===== src/rtl/queue_operand_reader_if.sv =====
`default_nettype none
// =============================================================================
// queue_operand_reader_if : request/response, FIFO-read and status bundle
// Revision: 1.0
// =============================================================================
interface queue_operand_reader_if #(
    parameter int WIDTH_DATA  = 8,
    parameter int WIDTH_STALL = 8
);
    logic                      flush;
    logic                      req_valid;
    logic                      req_word;
    logic                      req_sext;
    logic                      req_ready;
    logic                      rsp_valid;
    logic [2*WIDTH_DATA-1:0]   rsp_data;
    logic                      rsp_ready;
    logic                      fifo_read_enable;
    logic [WIDTH_DATA-1:0]     fifo_read_data;
    logic                      fifo_is_empty;
    logic [WIDTH_STALL-1:0]    stall_cycles;

    // Reader side: the operand reader itself.
    modport master (
        input  flush,
        input  req_valid,
        input  req_word,
        input  req_sext,
        output req_ready,
        output rsp_valid,
        output rsp_data,
        input  rsp_ready,
        output fifo_read_enable,
        input  fifo_read_data,
        input  fifo_is_empty,
        output stall_cycles
    );

    // Environment side: execution unit plus instruction-queue FIFO.
    modport slave (
        output flush,
        output req_valid,
        output req_word,
        output req_sext,
        input  req_ready,
        input  rsp_valid,
        input  rsp_data,
        output rsp_ready,
        input  fifo_read_enable,
        output fifo_read_data,
        output fifo_is_empty,
        input  stall_cycles
    );
endinterface
`default_nettype wire


===== src/rtl/queue_operand_reader.sv =====
`default_nettype none
// =============================================================================
// queue_operand_reader : pops one or two bytes from the instruction queue and
//                        returns a zero/sign-extended operand over valid/ready
// Revision: 1.0
// =============================================================================
module queue_operand_reader #(
    parameter int WIDTH_DATA  = 8,
    parameter int WIDTH_STALL = 8
) (
    input  wire logic                clock,
    input  wire logic                reset_n,
    queue_operand_reader_if.master   bus
);

    localparam logic [WIDTH_STALL-1:0] c_stall_one = WIDTH_STALL'(1);
    localparam logic [WIDTH_STALL-1:0] c_stall_max = '1;

    typedef enum logic [2:0] {
        IDLE       = 3'd0,
        FETCH_LO   = 3'd1,
        CAPTURE_LO = 3'd2,
        FETCH_HI   = 3'd3,
        CAPTURE_HI = 3'd4,
        RESPOND    = 3'd5
    } state_t;

    state_t                     state_q, state_d;
    logic                       word_q, word_d;
    logic                       sext_q, sext_d;
    logic [2*WIDTH_DATA-1:0]    rsp_data_q, rsp_data_d;
    logic [WIDTH_STALL-1:0]     stall_cycles_q, stall_cycles_d;
    logic                       accept_ready;
    logic                       pop;

    always_ff @(posedge clock) begin
        if (!reset_n) begin
            state_q        <= IDLE;
            word_q         <= 1'b0;
            sext_q         <= 1'b0;
            rsp_data_q     <= '0;
            stall_cycles_q <= '0;
        end else begin
            state_q        <= state_d;
            word_q         <= word_d;
            sext_q         <= sext_d;
            rsp_data_q     <= rsp_data_d;
            stall_cycles_q <= stall_cycles_d;
        end
    end

    always_comb begin
        state_d        = state_q;
        word_d         = word_q;
        sext_d         = sext_q;
        rsp_data_d     = rsp_data_q;
        stall_cycles_d = stall_cycles_q;
        accept_ready   = 1'b0;
        pop            = 1'b0;

        case (state_q)
            IDLE: begin
                accept_ready = 1'b1;
                if (bus.req_valid) begin
                    word_d         = bus.req_word;
                    sext_d         = bus.req_sext;
                    stall_cycles_d = '0;
                    state_d        = FETCH_LO;
                end
            end

            FETCH_LO, FETCH_HI: begin
                if (!bus.fifo_is_empty) begin
                    pop     = 1'b1;
                    state_d = (state_q == FETCH_LO) ? CAPTURE_LO : CAPTURE_HI;
                end else if (stall_cycles_q != c_stall_max) begin
                    stall_cycles_d = stall_cycles_q + c_stall_one;
                end
            end

            CAPTURE_LO: begin
                rsp_data_d[WIDTH_DATA-1:0] = bus.fifo_read_data;
                if (word_q) begin
                    state_d = FETCH_HI;
                end else begin
                    rsp_data_d[2*WIDTH_DATA-1:WIDTH_DATA] =
                        sext_q ? {WIDTH_DATA{bus.fifo_read_data[WIDTH_DATA-1]}} : '0;
                    state_d = RESPOND;
                end
            end

            CAPTURE_HI: begin
                rsp_data_d[2*WIDTH_DATA-1:WIDTH_DATA] = bus.fifo_read_data;
                state_d = RESPOND;
            end

            RESPOND: begin
                if (bus.rsp_ready) begin
                    state_d = IDLE;
                end
            end

            default: begin
                state_d = IDLE;
            end
        endcase

        // Flush abandons whatever is in flight; a byte already popped is dropped
        // uncaptured and the stall count is frozen for inspection.
        if (bus.flush) begin
            state_d        = IDLE;
            word_d         = word_q;
            sext_d         = sext_q;
            rsp_data_d     = rsp_data_q;
            stall_cycles_d = stall_cycles_q;
            accept_ready   = 1'b0;
            pop            = 1'b0;
        end
    end

    assign bus.req_ready        = accept_ready;
    assign bus.fifo_read_enable = pop;
    assign bus.rsp_valid        = (state_q == RESPOND);
    assign bus.rsp_data         = rsp_data_q;
    assign bus.stall_cycles     = stall_cycles_q;

endmodule
`default_nettype wire

===== src/flat_wrapper.sv =====
// flat-port wrapper written by rule: the top's interface ports become plain ports
module queue_operand_reader_flat 
#(
    parameter int WIDTH_DATA  = 8,
    parameter int WIDTH_STALL = 8
)
  (clock, reset_n, bus_flush, bus_req_valid, bus_req_word, bus_req_sext, bus_req_ready, bus_rsp_valid, bus_rsp_data, bus_rsp_ready, bus_fifo_read_enable, bus_fifo_read_data, bus_fifo_is_empty, bus_stall_cycles);
  queue_operand_reader_if #(.WIDTH_DATA(WIDTH_DATA), .WIDTH_STALL(WIDTH_STALL)) bus_i ();
  input  wire logic clock;
  input  wire logic reset_n;
  input wire logic [$bits(bus_i.flush)-1:0] bus_flush;
  input wire logic [$bits(bus_i.req_valid)-1:0] bus_req_valid;
  input wire logic [$bits(bus_i.req_word)-1:0] bus_req_word;
  input wire logic [$bits(bus_i.req_sext)-1:0] bus_req_sext;
  output wire logic [$bits(bus_i.req_ready)-1:0] bus_req_ready;
  output wire logic [$bits(bus_i.rsp_valid)-1:0] bus_rsp_valid;
  output wire logic [$bits(bus_i.rsp_data)-1:0] bus_rsp_data;
  input wire logic [$bits(bus_i.rsp_ready)-1:0] bus_rsp_ready;
  output wire logic [$bits(bus_i.fifo_read_enable)-1:0] bus_fifo_read_enable;
  input wire logic [$bits(bus_i.fifo_read_data)-1:0] bus_fifo_read_data;
  input wire logic [$bits(bus_i.fifo_is_empty)-1:0] bus_fifo_is_empty;
  output wire logic [$bits(bus_i.stall_cycles)-1:0] bus_stall_cycles;
  assign bus_i.flush = bus_flush;
  assign bus_i.req_valid = bus_req_valid;
  assign bus_i.req_word = bus_req_word;
  assign bus_i.req_sext = bus_req_sext;
  assign bus_req_ready = bus_i.req_ready;
  assign bus_rsp_valid = bus_i.rsp_valid;
  assign bus_rsp_data = bus_i.rsp_data;
  assign bus_i.rsp_ready = bus_rsp_ready;
  assign bus_fifo_read_enable = bus_i.fifo_read_enable;
  assign bus_i.fifo_read_data = bus_fifo_read_data;
  assign bus_i.fifo_is_empty = bus_fifo_is_empty;
  assign bus_stall_cycles = bus_i.stall_cycles;
  queue_operand_reader #(.WIDTH_DATA(WIDTH_DATA), .WIDTH_STALL(WIDTH_STALL)) u_core (.clock(clock), .reset_n(reset_n), .bus(bus_i));
endmodule

===== config.mk =====
export PLATFORM = sky130hd
export DESIGN_NAME = queue_operand_reader_flat
export DESIGN_NICKNAME = d
export VERILOG_FILES = /design/src/rtl/queue_operand_reader_if.sv /design/src/rtl/queue_operand_reader.sv /design/src/flat_wrapper.sv
export SDC_FILE = /design/constraint.sdc
export NUM_CORES = 1
export LEC_CHECK = 0
export CORE_ASPECT_RATIO = 2
export CORE_MARGIN = 4
export CORE_UTILIZATION = 41
export CTS_CLUSTER_DIAMETER = 40
export CTS_CLUSTER_SIZE = 30
export DETAILED_ROUTE_END_ITERATION = 7
export GPL_TIMING_DRIVEN = 0
export PLACE_DENSITY_LB_ADDON = 0.05
export SLEW_MARGIN = 10
export SYNTH_ARGS = -nofsm -noshare
export SYNTH_HDL_FRONTEND = slang
export SYNTH_SLANG_ARGS = --single-unit

===== constraint.sdc =====
create_clock -name clock -period 1.69 [get_ports clock]
set_input_delay 0.169 -clock clock [delete_from_list [all_inputs] [get_ports clock]]
set_output_delay 0.169 -clock clock [all_outputs]
set_load 0.01 [all_outputs]

### Word level (Yosys, flattened, before mapping)

Cells that the tools add are included.

| word-level totals | value |
|---|---|
| register bits | 29 |
| bits in latches | 0 |
| RAM bits | 0 |
| memory bits (read-only) | 0 |
| input bits | 16 |
| output and inout bits | 27 |
| logic and storage cells | 49 |
| memories kept | 0 |

| cells by class | value |
|---|---|
| add/subtract/negate cells | 1 |
| multiply operators | 0 |
| div/mod/pow operators | 0 |
| order comparisons | 0 |
| equal/unequal tests | 12 |
| shift operators | 0 |
| multiplexer cells | 18 |
| bitwise operators | 2 |
| reduce and logical (&&, ||, !) cells | 10 |

Operator list:

| operator | number |
|---|---|
| two-way mux 8 bit | 5 |
| one-hot mux 8 bit (2 select lines) | 2 |
| two-way mux 3 bit | 5 |
| one-hot mux 3 bit (5 select lines) | 1 |
| AND reduction 3 bit | 3 |
| adder 8 x 1 -> 8 bit, second input constant | 1 |
| inequality test 2 bit, second input constant | 4 |
| inequality test 8 bit, second input constant | 1 |
| equality test 3 x 2 -> 1 bit, second input constant | 2 |
| equality test 3 bit, second input constant | 2 |
| two-way mux 1 bit | 5 |
| AND reduction 5 bit | 1 |
| inequality test 2 x 1 -> 1 bit, second input constant | 2 |
| nonzero test 2 bit | 2 |
| OR reduction 2 bit | 2 |
| equality test 3 x 1 -> 1 bit, second input constant | 1 |
| zero test 3 bit | 1 |
| NOT 1 bit | 2 |
| AND reduction 2 bit | 1 |

### Depth between registers and ports, before layout

| logic depth | value |
|---|---|
| word-level depth | 4 |
| depth in mapped cells | 6 |
| mapped depth without buffers | 5 |

### Least setup slack after synthesis

OpenSTA, ideal clock, no wires.

| path | value |
|---|---|
| kind | reg-to-reg |
| start | reg u_core.stall_cycles_q[0], in the netlist u_core.bus.stall_cycles[0] |
| end | reg u_core.stall_cycles_q[4], in the netlist u_core.bus.stall_cycles[4] |
| library setup time | 0.119 ns |
| arrival | 1.738 ns |
| data required time | 1.571 ns |
| path slack | -0.167 ns |
| stages on the path, launching flop included | 7 |
| buffers on the path | 1 |
| period minus slack after synthesis | 1.857 ns |
| cells stage by stage | dfxtp_1 ha_1 and4_1 and4_1 clkbuf_1 or2_2 o221a_2 |

| between the ends | value |
|---|---|
| longest elaborated chain between the ends | 4 |
| elaborated cells between the ends (all ways) | 7 |
| classes of those cells | add/sub (1); eq/ne (2); mux (3); reduce/logical (1) |

RTL lines:

| element | line | text |
|---|---|---|
| from (decl) | queue_operand_reader.sv:32 | `logic [WIDTH_STALL-1:0] stall_cycles_q, stall_cycles_d;` |
| from (signal assigned) | queue_operand_reader.sv:48 | `stall_cycles_q <= stall_cycles_d;` |
| adder 8 x 1 -> 8 bit | queue_operand_reader.sv:77 | `stall_cycles_d = stall_cycles_q + c_stall_one;` |
| two-way mux 8 bit | queue_operand_reader.sv:76 | `end else if (stall_cycles_q != c_stall_max) begin` |
| two-way mux 8 bit | queue_operand_reader.sv:73 | `if (!bus.fifo_is_empty) begin` |
| one-hot mux 8 bit (2 select lines) | queue_operand_reader.sv:61 | `case (state_q)` |

Parallel ways exist; a longest one is shown, timed or not. The select of a mux whose other input is x is not followed.
A chain may end at the register's enable or synchronous reset.

### Worst setup path after layout

| path | value |
|---|---|
| start | reg u_core.state_q[1] |
| end | reg u_core.stall_cycles_q[4], in the netlist u_core.bus.stall_cycles[4] |

| between the ends | value |
|---|---|
| longest elaborated chain between the ends | 4 |
| elaborated cells between the ends (all ways) | 10 |
| classes of those cells | eq/ne (5); mux (1); reduce/logical (4) |

RTL lines:

| element | line | text |
|---|---|---|
| from (decl) | queue_operand_reader.sv:28 | `state_t state_q, state_d;` |
| from (signal assigned) | queue_operand_reader.sv:44 | `state_q <= state_d;` |
| equality test 3 x 2 -> 1 bit or equality test 3 x 1 -> 1 bit (tied branches) | queue_operand_reader.sv:61 |  |
| OR reduction 2 bit | queue_operand_reader.sv:61 |  |
| inequality test 2 x 1 -> 1 bit (no source line), or another cell as far along | - |  |
| AND reduction 5 bit (no source line) | - |  |

Parallel ways exist; a longest one is shown, timed or not.

==> results.sh <==
export IMPL_drv_slew=0
export IMPL_drive_above_1_share_pct=18.22
export IMPL_cts_buffers=5
export IMPL_htreeDepth=2
export IMPL_syn_area_per_cell_um2=8.050
export IMPL_cts_tree="done"
export IMPL_min_path_type="primary input to flop"
export IMPL_yosysSeqAreaShare_pct=43.45
export IMPL_grt_max_degree=11
export IMPL_io_pins=43
export IMPL_wl_per_cell_um=16.45
export IMPL_reg2reg_from="u_core.state_q[1]"
export IMPL_setup_worst_path_end_class="flop"
export IMPL_cp_required_ps=1870
export IMPL_drc=0
export IMPL_grt_remaining_overflow=0
export IMPL_place_gp_congestion=0.7961
export IMPL_period_needed_ps=1822
export IMPL_cp_max_fo=5
export IMPL_cts_sinks=29
export IMPL_gr_usage_all_layers_pct=19.90
export IMPL_die_h_um=88.74
export IMPL_antenna_found_initial=0
export IMPL_ys_types=38
export IMPL_rows=29
export IMPL_firstDrtPassIters=4
export IMPL_synth_fp_nets=183
export IMPL_start_util_pct=42.33
export IMPL_dp_final_hpwl_um=3033
export IMPL_drtIter0Drc=20
export IMPL_arrival_ps=2000
export IMPL_portBuffers=42
export IMPL_skew_ps=6.892
export IMPL_dieArea_um2=4292
export IMPL_synth_seq_cells=29
export IMPL_start_kind="flop"
export IMPL_hold_start="bus_req_sext"
export IMPL_violations="negative setup slack"
export IMPL_setup_slack_ps=-132.4
export IMPL_vias=1494
export IMPL_fin_tns_setup_ps=-629.6
export IMPL_grt_pass1_wl_um=6582
export IMPL_drv_cap=0
export IMPL_grt_pass1_vias=1508
export IMPL_area_delta_synth_final_pct=55.06
export IMPL_timing_fmax_mhz=548.7
export IMPL_nNetsFinal=241
export IMPL_antennaDiodeCount=0
export IMPL_p_leak_nw=0.7459
export IMPL_rsz0062_at_grt="true"
export IMPL_pre_cts_ws_ps=-461.7
export IMPL_die_w_um=48.37
export IMPL_insertion_delay_ps=280
export IMPL_hold_violations=0
export IMPL_relSlewSlack_pct=67.63
export IMPL_timing_final_crit_share_pct=107.8
export IMPL_worst_pin_slew_ps=485.5
export IMPL_cp_startpoint="u_core.state_q[1]"
export IMPL_status="finished, violations left"
export IMPL_drt_total_wl_um=4212
export IMPL_placeableCoreArea_um2=3157
export IMPL_regToRegSetupSlack_ps=-130
export IMPL_viasPerCell=5.836
export IMPL_cts_root_buffer="clkbuf_8"
export IMPL_syn_cell_area_um2=1336
export IMPL_powerDensity_nw_per_um2=697.4
export IMPL_setup_viol=8
export IMPL_critPathKind="flop to flop"
export IMPL_ys_warn_count=0
export IMPL_clockBufferDepth=2
export IMPL_irDropWorstVdd_v=0.0005012
export IMPL_clk_pin_slew_worst_paths_ps=60
export IMPL_syn_instance_count=166
export IMPL_antenna_left=0
## layout make-up
type,instances,area [um2]
well taps,31,38.79
inverters,3,11.26
clock buffers,8,90.09
plain buffers,8,63.81
repair buffers,52,493.0
multi-input cells,125,787.0
fillers,295,1085
flip-flops and latches,29,588.1
## worst max-delay path, stage by stage, from the launching register on
cell and delay [ps]:
dfxtp_1 350, or3b_1 370, a211o_1 330, buf_6 160, or2_4 260, o221a_4 260
## registers in the layout (all words and copies together), names as in the netlist
signal,count
u_core.sext_q,1
u_core.bus.stall_cycles,8
u_core.state_q,3
u_core.bus.rsp_data,16
u_core.word_q,1
## report_power, final
group	switching [mW]	internal [mW]
combinational	0.0794	0.0744
sequential	0.00723	0.690
clock	0.262	0.331
total	0.349	1.10
## stage by stage
step	std cells	util [%]	hold WS [ps]	power, mW	instance area [um2]
after detailed placement	239	58.22	454.7	0.8527	1838
after global placement	239	58.22	448.3	0.8495	1838
after CTS	251	63.34	445.8	1.448	1999
after global routing	256	65.64	477.6	1.505	2072
final	256	65.64	450.8	1.445	2072
after floorplan	166	-	305.0	0.7766	1379
## worst paths after layout
kind | end | cells past startpoint
setup / recovery | u_core.bus.stall_cycles[4] | 5
hold / removal | u_core.sext_q | 3
setup reg to reg | u_core.bus.stall_cycles[4] | 5
hold reg to reg | u_core.bus.rsp_data[3] | 2
## per-layer routing
layer  GRT usage (%)  vias up  wire length (um)
met5               0        -                 0
li1                -      718                 -
met3           6.239       17               228
met4           15.11        0               162
met2           37.50       54              2438
met1           16.67      705              1382
## cells in the final DEF, fill, tap and decap left out, drive strengths merged, types with 2 or more instances in the layout
master         count
nor2               6
clkdlybuf4s50     38
nand2b             5
and4               2
nand3b             2
o311ai             2
dlygate4sd2        3
nor4               2
or3b               2
dfxtp             29
buf               14
a21oi             26
nand3              6
o21ai             10
nor3               3
clkbuf            12
nand2             32
o31ai              4
or4                4
a211o              2
inv                3
## synthesized netlist by cell type (all sizes together)
cell | instances | area share [%]
a2111oi | 1 | 0.66
a211o | 2 | 1.3
a211oi | 1 | 0.94
a21boi | 1 | 0.56
a21oi | 26 | 9.7
a311oi | 1 | 0.66
and2 | 1 | 0.47
and3 | 1 | 0.47
and3b | 1 | 0.66
and4 | 2 | 1.3
buf | 2 | 1.1
clkbuf | 7 | 2.0
dfxtp | 29 | 43
ha | 1 | 0.94
inv | 3 | 0.84
mux2i | 1 | 0.75
nand2 | 32 | 9.0
nand2b | 5 | 2.3
nand3 | 6 | 2.2
nand3b | 2 | 1.1
nor2 | 6 | 1.7
nor2b | 1 | 0.47
nor3 | 3 | 1.1
nor4 | 2 | 0.94
o211ai | 1 | 0.56
o21a | 1 | 0.56
o21ai | 10 | 3.7
o21ba | 1 | 0.75
o221a | 1 | 0.84
o311ai | 2 | 1.3
o31ai | 4 | 2.2
or2 | 1 | 0.47
or3 | 1 | 0.47
or3b | 2 | 1.3
or4 | 4 | 2.2
or4b | 1 | 0.75
## cells by family after synthesis
| group | count (synthesis) | share of synthesized area [%] |
|---|---|---|
| AO/OA/AOI/OAI | 52 | 23.88 |
| adder cells (fa/ha/maj) | 1 | 0.9362 |
| buffers and inverters | 12 | 3.933 |
| flip-flops | 29 | 43.45 |
| multiplexers | 1 | 0.7491 |
| AND/OR/NAND/NOR | 71 | 27.06 |
## what timing repair did
item | 4_1_cts | 5_1_grt
resized for setup | 17 | 14
buffers inserted | 4 | 5
cloned | 1 | 0
pin swaps | 8 | 7
setup endpoints to repair | 28 | 26
hold buffers | 0 | 0
Power figures use the tool's default switching activity.
